File: src/rtl/tick_scheduler.sv
// Four-channel event scheduler sharing one base-tick prescaler.
// Channels count base ticks and emit one-cycle strobes, periodic or one-shot.
module tick_scheduler #(
    parameter int BASE_DIV = 12500000,
    parameter int CW       = 26
) (
    input  logic       clk_i,
    input  logic       reset_i,
    input  logic       pause_i,
    input  logic       cfg_valid_i,
    input  logic [1:0] cfg_ch_i,
    input  logic [7:0] cfg_div_i,
    input  logic       cfg_oneshot_i,
    output logic       cfg_ready_o,
    output logic       base_tick_o,
    output logic [3:0] ch_event_o,
    output logic [3:0] ch_active_o
);

    localparam logic [CW-1:0] BCOUNT_LAST = CW'(BASE_DIV - 1);

    logic [CW-1:0]   bcount_q,    bcount_d;
    logic            base_tick_q, base_tick_d;
    logic            rst_flag_q;
    logic [3:0][7:0] cnt_q,       cnt_d;
    logic [3:0][7:0] div_q,       div_d;
    logic [3:0]      mode_q,      mode_d;
    logic [3:0]      active_q,    active_d;
    logic [3:0]      event_q,     event_d;
    logic            cfg_accept;

    // Ready is withheld on tick cycles so a config write never races a decrement.
    assign cfg_ready_o = ~rst_flag_q & ~base_tick_q;
    assign cfg_accept  = cfg_valid_i & cfg_ready_o;

    always_comb begin
        bcount_d    = bcount_q;
        base_tick_d = 1'b0;
        if (!pause_i) begin
            if (bcount_q == BCOUNT_LAST) begin
                bcount_d    = '0;
                base_tick_d = 1'b1;
            end else begin
                bcount_d = bcount_q + CW'(1);
            end
        end
    end

    always_comb begin
        cnt_d    = cnt_q;
        div_d    = div_q;
        mode_d   = mode_q;
        active_d = active_q;
        event_d  = '0;
        for (int n = 0; n < 4; n++) begin
            if (base_tick_q && active_q[n]) begin
                if (cnt_q[n] == 8'd1) begin
                    event_d[n] = 1'b1;
                    if (mode_q[n]) begin
                        active_d[n] = 1'b0;
                        cnt_d[n]    = 8'd0;
                    end else begin
                        cnt_d[n] = div_q[n];
                    end
                end else begin
                    cnt_d[n] = cnt_q[n] - 8'd1;
                end
            end
            if (cfg_accept && (cfg_ch_i == 2'(n))) begin
                if (cfg_div_i != 8'd0) begin
                    div_d[n]    = cfg_div_i;
                    cnt_d[n]    = cfg_div_i;
                    mode_d[n]   = cfg_oneshot_i;
                    active_d[n] = 1'b1;
                end else begin
                    active_d[n] = 1'b0;
                    cnt_d[n]    = 8'd0;
                end
            end
        end
    end

    always_ff @(posedge clk_i) begin
        if (reset_i) begin
            bcount_q    <= '0;
            base_tick_q <= 1'b0;
            rst_flag_q  <= 1'b1;
            cnt_q       <= '0;
            div_q       <= '0;
            mode_q      <= '0;
            active_q    <= '0;
            event_q     <= '0;
        end else begin
            bcount_q    <= bcount_d;
            base_tick_q <= base_tick_d;
            rst_flag_q  <= 1'b0;
            cnt_q       <= cnt_d;
            div_q       <= div_d;
            mode_q      <= mode_d;
            active_q    <= active_d;
            event_q     <= event_d;
        end
    end

    assign base_tick_o = base_tick_q;
    assign ch_event_o  = event_q;
    assign ch_active_o = active_q;

endmodule

File: config.mk
export PLATFORM = sky130hd
export DESIGN_NAME = tick_scheduler
export DESIGN_NICKNAME = d
export VERILOG_FILES = /design/src/rtl/tick_scheduler.sv
export SDC_FILE = /design/constraint.sdc
export NUM_CORES = 1
export LEC_CHECK = 0
export BUFFER_PORTS_ARGS = -buffer_cell sky130_fd_sc_hd__buf_2
export CORE_ASPECT_RATIO = 1.75
export CORE_MARGIN = 2
export CORE_UTILIZATION = 30
export CTS_CLUSTER_SIZE = 25
export DETAILED_ROUTE_END_ITERATION = 16
export GPL_TIMING_DRIVEN = 0
export PLACE_DENSITY = 0.56
export SYNTH_ARGS = -nofsm -noshare
export SYNTH_HDL_FRONTEND = slang
export SYNTH_SLANG_ARGS = --single-unit
File: constraint.sdc
create_clock -name clk_i -period 4.53 [get_ports clk_i]
set_input_delay 0.906 -clock clk_i [delete_from_list [all_inputs] [get_ports clk_i]]
set_output_delay 0.906 -clock clk_i [all_outputs]
set_load 0.02 [all_outputs]
==> results of run 1 <==
metal layers:
metal / vias to the layer above / global-route usage [%]
met3: 28 / 2.87
met1: 2231 / 16.2
li1: 2262 / -
met5: - / 0
met2: 110 / 31.3
met4: 0 / 7.39
stage by stage:
step	area, um2	total power, mW	setup slack [ps]
final	5730	1.85	1960
after floorplan	5060	1.06	2170
after detailed placement	5440	1.11	1640
after global placement	5440	1.11	1640
after CTS	5730	1.87	2000
after global routing	5730	1.92	1820
final cells by class:
cell class,instances,area [um2]
repair buffers,20,100
clock inverters,5,38.8
clock buffers,11,253
well taps,224,280
flip-flops and latches,104,2080
multi-input cells,471,2790
plain buffers,29,134
fillers,1772,10700
inverters,13,48.8
how the worst max path moves through the flow:
stage / startpoint / to / slack (ps) / depth (start not counted)
global route: cfg_valid_i / div_q[20]$_SDFFE_PP0P_ / 1820 / 7
floorplan: cfg_valid_i / div_q[17]$_SDFFE_PP0P_ / 2170 / 6
CTS: cfg_valid_i / div_q[19]$_SDFFE_PP0P_ / 2000 / 7
detailed placement: cfg_valid_i / div_q[19]$_SDFFE_PP0P_ / 1640 / 7
global placement: cfg_valid_i / div_q[18]$_SDFFE_PP0P_ / 1640 / 7
finish: cfg_valid_i / div_q[20]$_SDFFE_PP0P_ / 1960 / 7
kinds of logic (layout without fill, tap and decap cells):
logic type      after synthesis  count (layout)
compound gates              136             136
xor+xnor                     37              37
fa+ha+maj                     9               9
buf+inv                      42              78
flops                       104             104
mux                           3               3
simple gates                286             286
placed cells by master (no fill, tap or decap), types with 6 or more instances in the layout:
| cell | n |
|---|---|
| dfxtp_1 | 104 |
| a21oi_1 | 37 |
| nor2_1 | 91 |
| o21ai_1 | 7 |
| nor3_1 | 11 |
| nand2b_1 | 8 |
| clkbuf_16 | 9 |
| a31oi_1 | 27 |
| xor2_1 | 19 |
| nand4_1 | 12 |
| and2_1 | 9 |
| xnor2_1 | 18 |
| nand2_1 | 70 |
| ha_1 | 9 |
| nor3b_1 | 6 |
| clkbuf_1 | 16 |
| buf_2 | 28 |
| nand3_1 | 29 |
| o22ai_1 | 11 |
| nand3b_1 | 10 |
| or3_1 | 7 |
| o21ai_0 | 8 |
| a22oi_1 | 30 |
| inv_1 | 13 |
worst max-delay path, delay by kind of cell:
family / cells / cell delay [ps]
AO/OA/AOI/OAI: 1 / 240
buffers and inverters: 2 / 290
AND/OR/NAND/NOR: 4 / 1330
power groups by stage:
stage | sequential [mW] | combinational [mW] | clock, mW
2_1_floorplan | 0.964 | 0.100 | 0
3_3_place_gp | 0.965 | 0.146 | 0
3_5_place_dp | 0.966 | 0.149 | 0
4_1_cts | 0.944 | 0.150 | 0.774
5_1_grt | 0.947 | 0.163 | 0.815
6_report | 0.945 | 0.150 | 0.758
flip-flops by register name (all words and copies together) (netlist names):
signal and cells:
cnt_q 32, div_q 32, bcount_q 26, ch_active_o 4, ch_event_o 4, mode_q 4
base_tick_o 1, rst_flag_q 1
==> out/metrics.cfg, run 1 <==
[status]
outcome = finished clean

[synth]
syn_area_um2 = 5060
synth.most_common_cell = dfxtp_1
synthCells = 617
synthXorXnorAreaFrac_pct = 6.41
avgSynthCellArea_um2 = 8.20
yosysTopAreaCell = dfxtp_1
synth_top_area_share_pct = 41.2
synth-main-ff-cell = dfxtp_1
synthTopCellsByCount = dfxtp_1 (104), nor2_1 (91), nand2_1 (70)
async_flop_share_pct = 0
synth_seq_cells = 104
yosys.area_share.simple_pct = 29.0
synth-seq-area-share_pct = 41.2
yosysUniqueCellTypes = 51
synth-edff-count = 0
syn_nets = 641
muxShareOfSynthArea_pct = 0.594
synth_top_cells_by_area = dfxtp_1 (41%), nor2_1 (6.8%), nand2_1 (5.2%)
synth_fa_ha_area_share_pct = 2.23
synth_compound_area_share_pct = 16.9
ys_warn_count = 0
synth_top_family_by_area = simple AND/OR/NAND/NOR gates

[grt]
overflow = 0
grt_pass1_vias = 4559
track_usage_pct = 16.2
grt_max_degree = 18
antenna_found_initial = 0
grt_pass1_wl_mm = 22.8

[clock_network]
clk_pin_slew_ps = 70
clk_latency_ps = 340
post_cts_buffers = 0
numClockSinks = 104
htreeDepth = 3
cts_tree = yes
cts_resized = 0
root_buffer = clkbuf_16
cts_inserted_buffers = 9
cts_buffer_depth = 2
ctsHoldBuffers = 0

[drt]
num_vias = 4631
drt_wl_total_mm = 14.3
wl_met1_mm = 5.32
wl_met2_mm = 7.90
wl_met3_um = 642
firstDrtPassIters = 5
highest_layer = met4
route.detailed.drc = 0
ant_nets = 0
drt_iter0_markers = 192
vias_per_cell = 5.28
wire_per_inst_um = 16.3

[floorplan]
num_io_pins = 25
dieArea_um2 = 18000
core_area_um2 = 16400
rows = 62
chipHeight_um = 176
initial_core_util_pct = 30.8
die_width_um = 102

[hold_path]
holdPathStages = 2
hp-class = flip-flop to flip-flop
min-delay-start = div_q[0]$_SDFFE_PP0P_
holdPathEnd = div_q[0]$_SDFFE_PP0P_

[cells_and_area]
layout.cells.non_filler = 877
antenna_cells_inserted = 0
areaGrowthSynthToFinish_pct = 13.3
drive_gt1_share_pct = 9.49
utilization_pct = 34.8
nNetsFinal = 672

[sta]
worstMarginPinSlew_ps = 770
clock_skew_ps = 7.87
slew_headroom_pct = 48.7
drv_slew = 0
fmax_mhz = 389
rsz0062_at_grt = no
min_period_ps = 2570
timing.final.hold_violations = 0
setup_viol = 0
post-route-period-util_pct = 56.8
fin_setup_tns_ps = 0
holdWs_ps = 450

[critical_path]
reg2reg_slack_ps = 2150
crit_arrival_ps = 2790
path_max_fanout = 10
cp.required_ps = 4750
reg2reg_to = div_q[20]$_SDFFE_PP0P_
reg2reg_from = base_tick_o$_SDFF_PP0_
slowest_stage = nor3b_2
end_kind = flip-flop
worstPathCellList = buf_2 -> or3b_1 -> clkbuf_1 -> nor3b_2 -> nand2_1 -> a22oi_1 -> nor2_1
startpoint_type = primary input
reg2reg_depth = 6
slowest_delay_ps = 570
critPathKind = primary input to flip-flop

[power]
switching_power_mw = 0.461
seqPwrFrac_pct = 51.0
p_sw_share_pct = 24.9
max-vdd-ir-drop_v = 0.000161
p_comb_share_pct = 8.1
power.internal_mw = 1.39
powerDensity_nw_per_um2 = 323
p_leak_nw = 1.95
p_clk_share_pct = 40.9

[placement]
dp_hpwl_mm = 10.6
place_congestion = 0.856
dp_cells = 861
io_buffers = 20

[run]
cap_violations = 0

(Power assumes the default switching activity.)
==> run 2: changes to the inputs <==
- PLACE_DENSITY: 0.56 -> 0.57
- clock period: 4.53 -> 2.3 ns (I/O delays scaled with it)
==> run 2 against run 1 <==
  * Global-route usage increased by 0.23 points
  * Utilization about the same
  * Final cell count increased by 0.11%
  * Clock skew decreased by 3.6 ps
  * Critical path depth decreased by 1
  * Combinational power increased by 98%
==> out/metrics.cfg, run 2 (synthesis results as in run 1) <==
[status]
outcome = finished clean

[critical_path]
reg2reg_from = cnt_q[26]$_SDFFE_PP0P_
worstPathCellList = or4_1 -> nor4b_4 -> buf_4 -> nand3_1 -> nand3b_1 -> a21oi_1
startpoint_type = flip-flop
slowest_delay_ps = 660  ; +90 ps
reg2reg_slack_ps = 130  ; -2020 ps
end_kind = flip-flop
crit_arrival_ps = 2370  ; -420 ps
cp.required_ps = 2500  ; -2250 ps
reg2reg_depth = 6  ; unchanged
reg2reg_to = ch_active_o[3]$_SDFFE_PP0P_
worstSetupStartpoint = cnt_q[26]$_SDFFE_PP0P_
critPathKind = flip-flop to flip-flop
slowest_stage = or4_1
path_max_fanout = 10  ; unchanged

[floorplan]
chipHeight_um = 176  ; unchanged
num_io_pins = 25  ; unchanged
core_area_um2 = 16400  ; unchanged
die_width_um = 102  ; unchanged
rows = 62  ; unchanged
dieArea_um2 = 18000  ; unchanged
initial_core_util_pct = 30.8  ; unchanged

[hold_path]
hp-class = primary input to flip-flop
min-delay-start = reset_i
holdPathStages = 1  ; -1
holdPathEnd = rst_flag_q$_DFF_P_

[sta]
post-route-period-util_pct = 94.2
min_period_ps = 2170
fmax_mhz = 462
drv_slew = 0  ; unchanged
worstMarginPinSlew_ps = 753  ; -16.9 ps
setup_viol = 0  ; unchanged
clock_skew_ps = 4.28  ; -3.59 ps
slew_headroom_pct = 49.3  ; +0.67 points
timing.final.hold_violations = 0  ; unchanged
layout_setup_ws_ps = 134  ; -1820 ps
holdWs_ps = 299  ; -151 ps

[placement]
preCtsSetupSlack_ps = -182  ; -1830 ps
io_buffers = 20  ; unchanged
place_congestion = 0.849  ; -0.75%
dp_hpwl_mm = 10.6  ; -0.10%

[drt]
ant_nets = 0  ; unchanged
drt_wl_total_mm = 14.2  ; -0.85%
route.detailed.drc = 0  ; unchanged
firstDrtPassIters = 5  ; unchanged
wire_per_inst_um = 16.2  ; -0.96%
vias_per_cell = 5.20  ; -1.5%
drt_iter0_markers = 205  ; +6.8%
num_vias = 4566  ; -1.4%

[cells_and_area]
reg_top3 = cnt_q (32), div_q (32), bcount_q (26)
utilization_pct = 34.9  ; +0.046 points
final_cell_mix = dfxtp_1 (104), nor2_1 (90), nand2_1 (68), a21oi_1 (37), a22oi_1 (30)
antenna_cells_inserted = 0  ; unchanged
nNetsFinal = 675  ; +0.45%
drive_gt1_share_pct = 10.1  ; +0.60 points
mostFrequentLayoutCell = dfxtp_1
areaGrowthSynthToFinish_pct = 13.4

[grt]
overflow = 0  ; unchanged
grt_pass1_vias = 4519  ; -0.88%
grt_pass1_wl_mm = 22.9  ; +0.79%
grt_max_degree = 15  ; -3
antenna_found_initial = 0  ; unchanged
track_usage_pct = 16.5  ; +0.23 points

[clock_network]
htreeDepth = 3  ; unchanged
numClockSinks = 104  ; unchanged
cts_inserted_buffers = 9  ; unchanged
root_buffer = clkbuf_16
ctsHoldBuffers = 0  ; unchanged
cts_buffer_depth = 2  ; unchanged
clk_latency_ps = 340  ; about the same
clk_pin_slew_ps = 70  ; about the same
cts_tree = yes

[power]
powerDensity_nw_per_um2 = 619  ; +92%
p_leak_nw = 1.97  ; +0.62%
max-vdd-ir-drop_v = 0.000438  ; +170%

[run]
cap_violations = 0  ; unchanged

-- run 2: cell types whose count changed in the layout (fill, tap and decap cells not counted), moves of 2 or more --
cell	change
inv_6	-2
nand2_1	-2
nand2_2	+2
buf_4	+3
clkbuf_2	+2
-- run 2: worst max-delay path by stage --
stage                                  end  cells after the start
2_1_floorplan       div_q[17]$_SDFFE_PP0P_                      6
3_3_place_gp        div_q[20]$_SDFFE_PP0P_                      7
3_5_place_dp        div_q[20]$_SDFFE_PP0P_                      7
4_1_cts             div_q[21]$_SDFFE_PP0P_                      6
5_1_grt             div_q[27]$_SDFFE_PP0P_                      6
6_report       ch_active_o[3]$_SDFFE_PP0P_                      6
-- run 2: final cells by class --
type,instances,area [um2]
fill,1782,10700
buffer,29,136
timing repair buffer,23,123
clock buffer,13,250
tap,224,280
sequential,104,2080
inverter,13,48.8
clock inverter,1,5.00
multi-input combinational,471,2810
-- run 2: critical path, delay by kind of cell, from the launching register on --
kind            cells  cell delay (ps)
compound gates      1               60
simple gates        4             1350
buf+inv             1              260
flops               1              350
-- run 2: what timing repair did --
item,CTS,global route
endpoints found under the setup margin,11,29
buffers inserted,0,3
gates resized for setup,2,7
pin swaps,0,1
-- run 2: power breakdown --
group | switching [mW] | total, mW | internal (mW)
clock network | 0.642 | 1.39 | 0.752
logic | 0.188 | 0.297 | 0.109
registers | 0.0295 | 1.86 | 1.83
-- run 2: metrics by stage --
step | area (um2) | instances | total power [mW] | setup TNS (ps)
after floorplan | 5060 | 617 | 2.10 | 0
after global routing | 5740 | 878 | 3.69 | -0.376
after global placement | 5440 | 861 | 2.19 | -2870
final | 5740 | 878 | 3.55 | 0
after CTS | 5700 | 875 | 3.58 | 0
after detailed placement | 5440 | 861 | 2.19 | -2620
-- run 2: routing by layer --
| layer | wire length, um | track usage (%) | vias up | share of wire (%) |
|---|---|---|---|---|
| met1 | 5440 | 17.1 | 2172 | 38 |
| met3 | 499 | 3.50 | 40 | 3.5 |
| met2 | 7670 | 29.7 | 85 | 54 |
| met4 | 590 | 9.33 | 0 | 4.2 |
| li1 | - | - | 2269 | - |
| met5 | 0 | 0 | - | 0 |
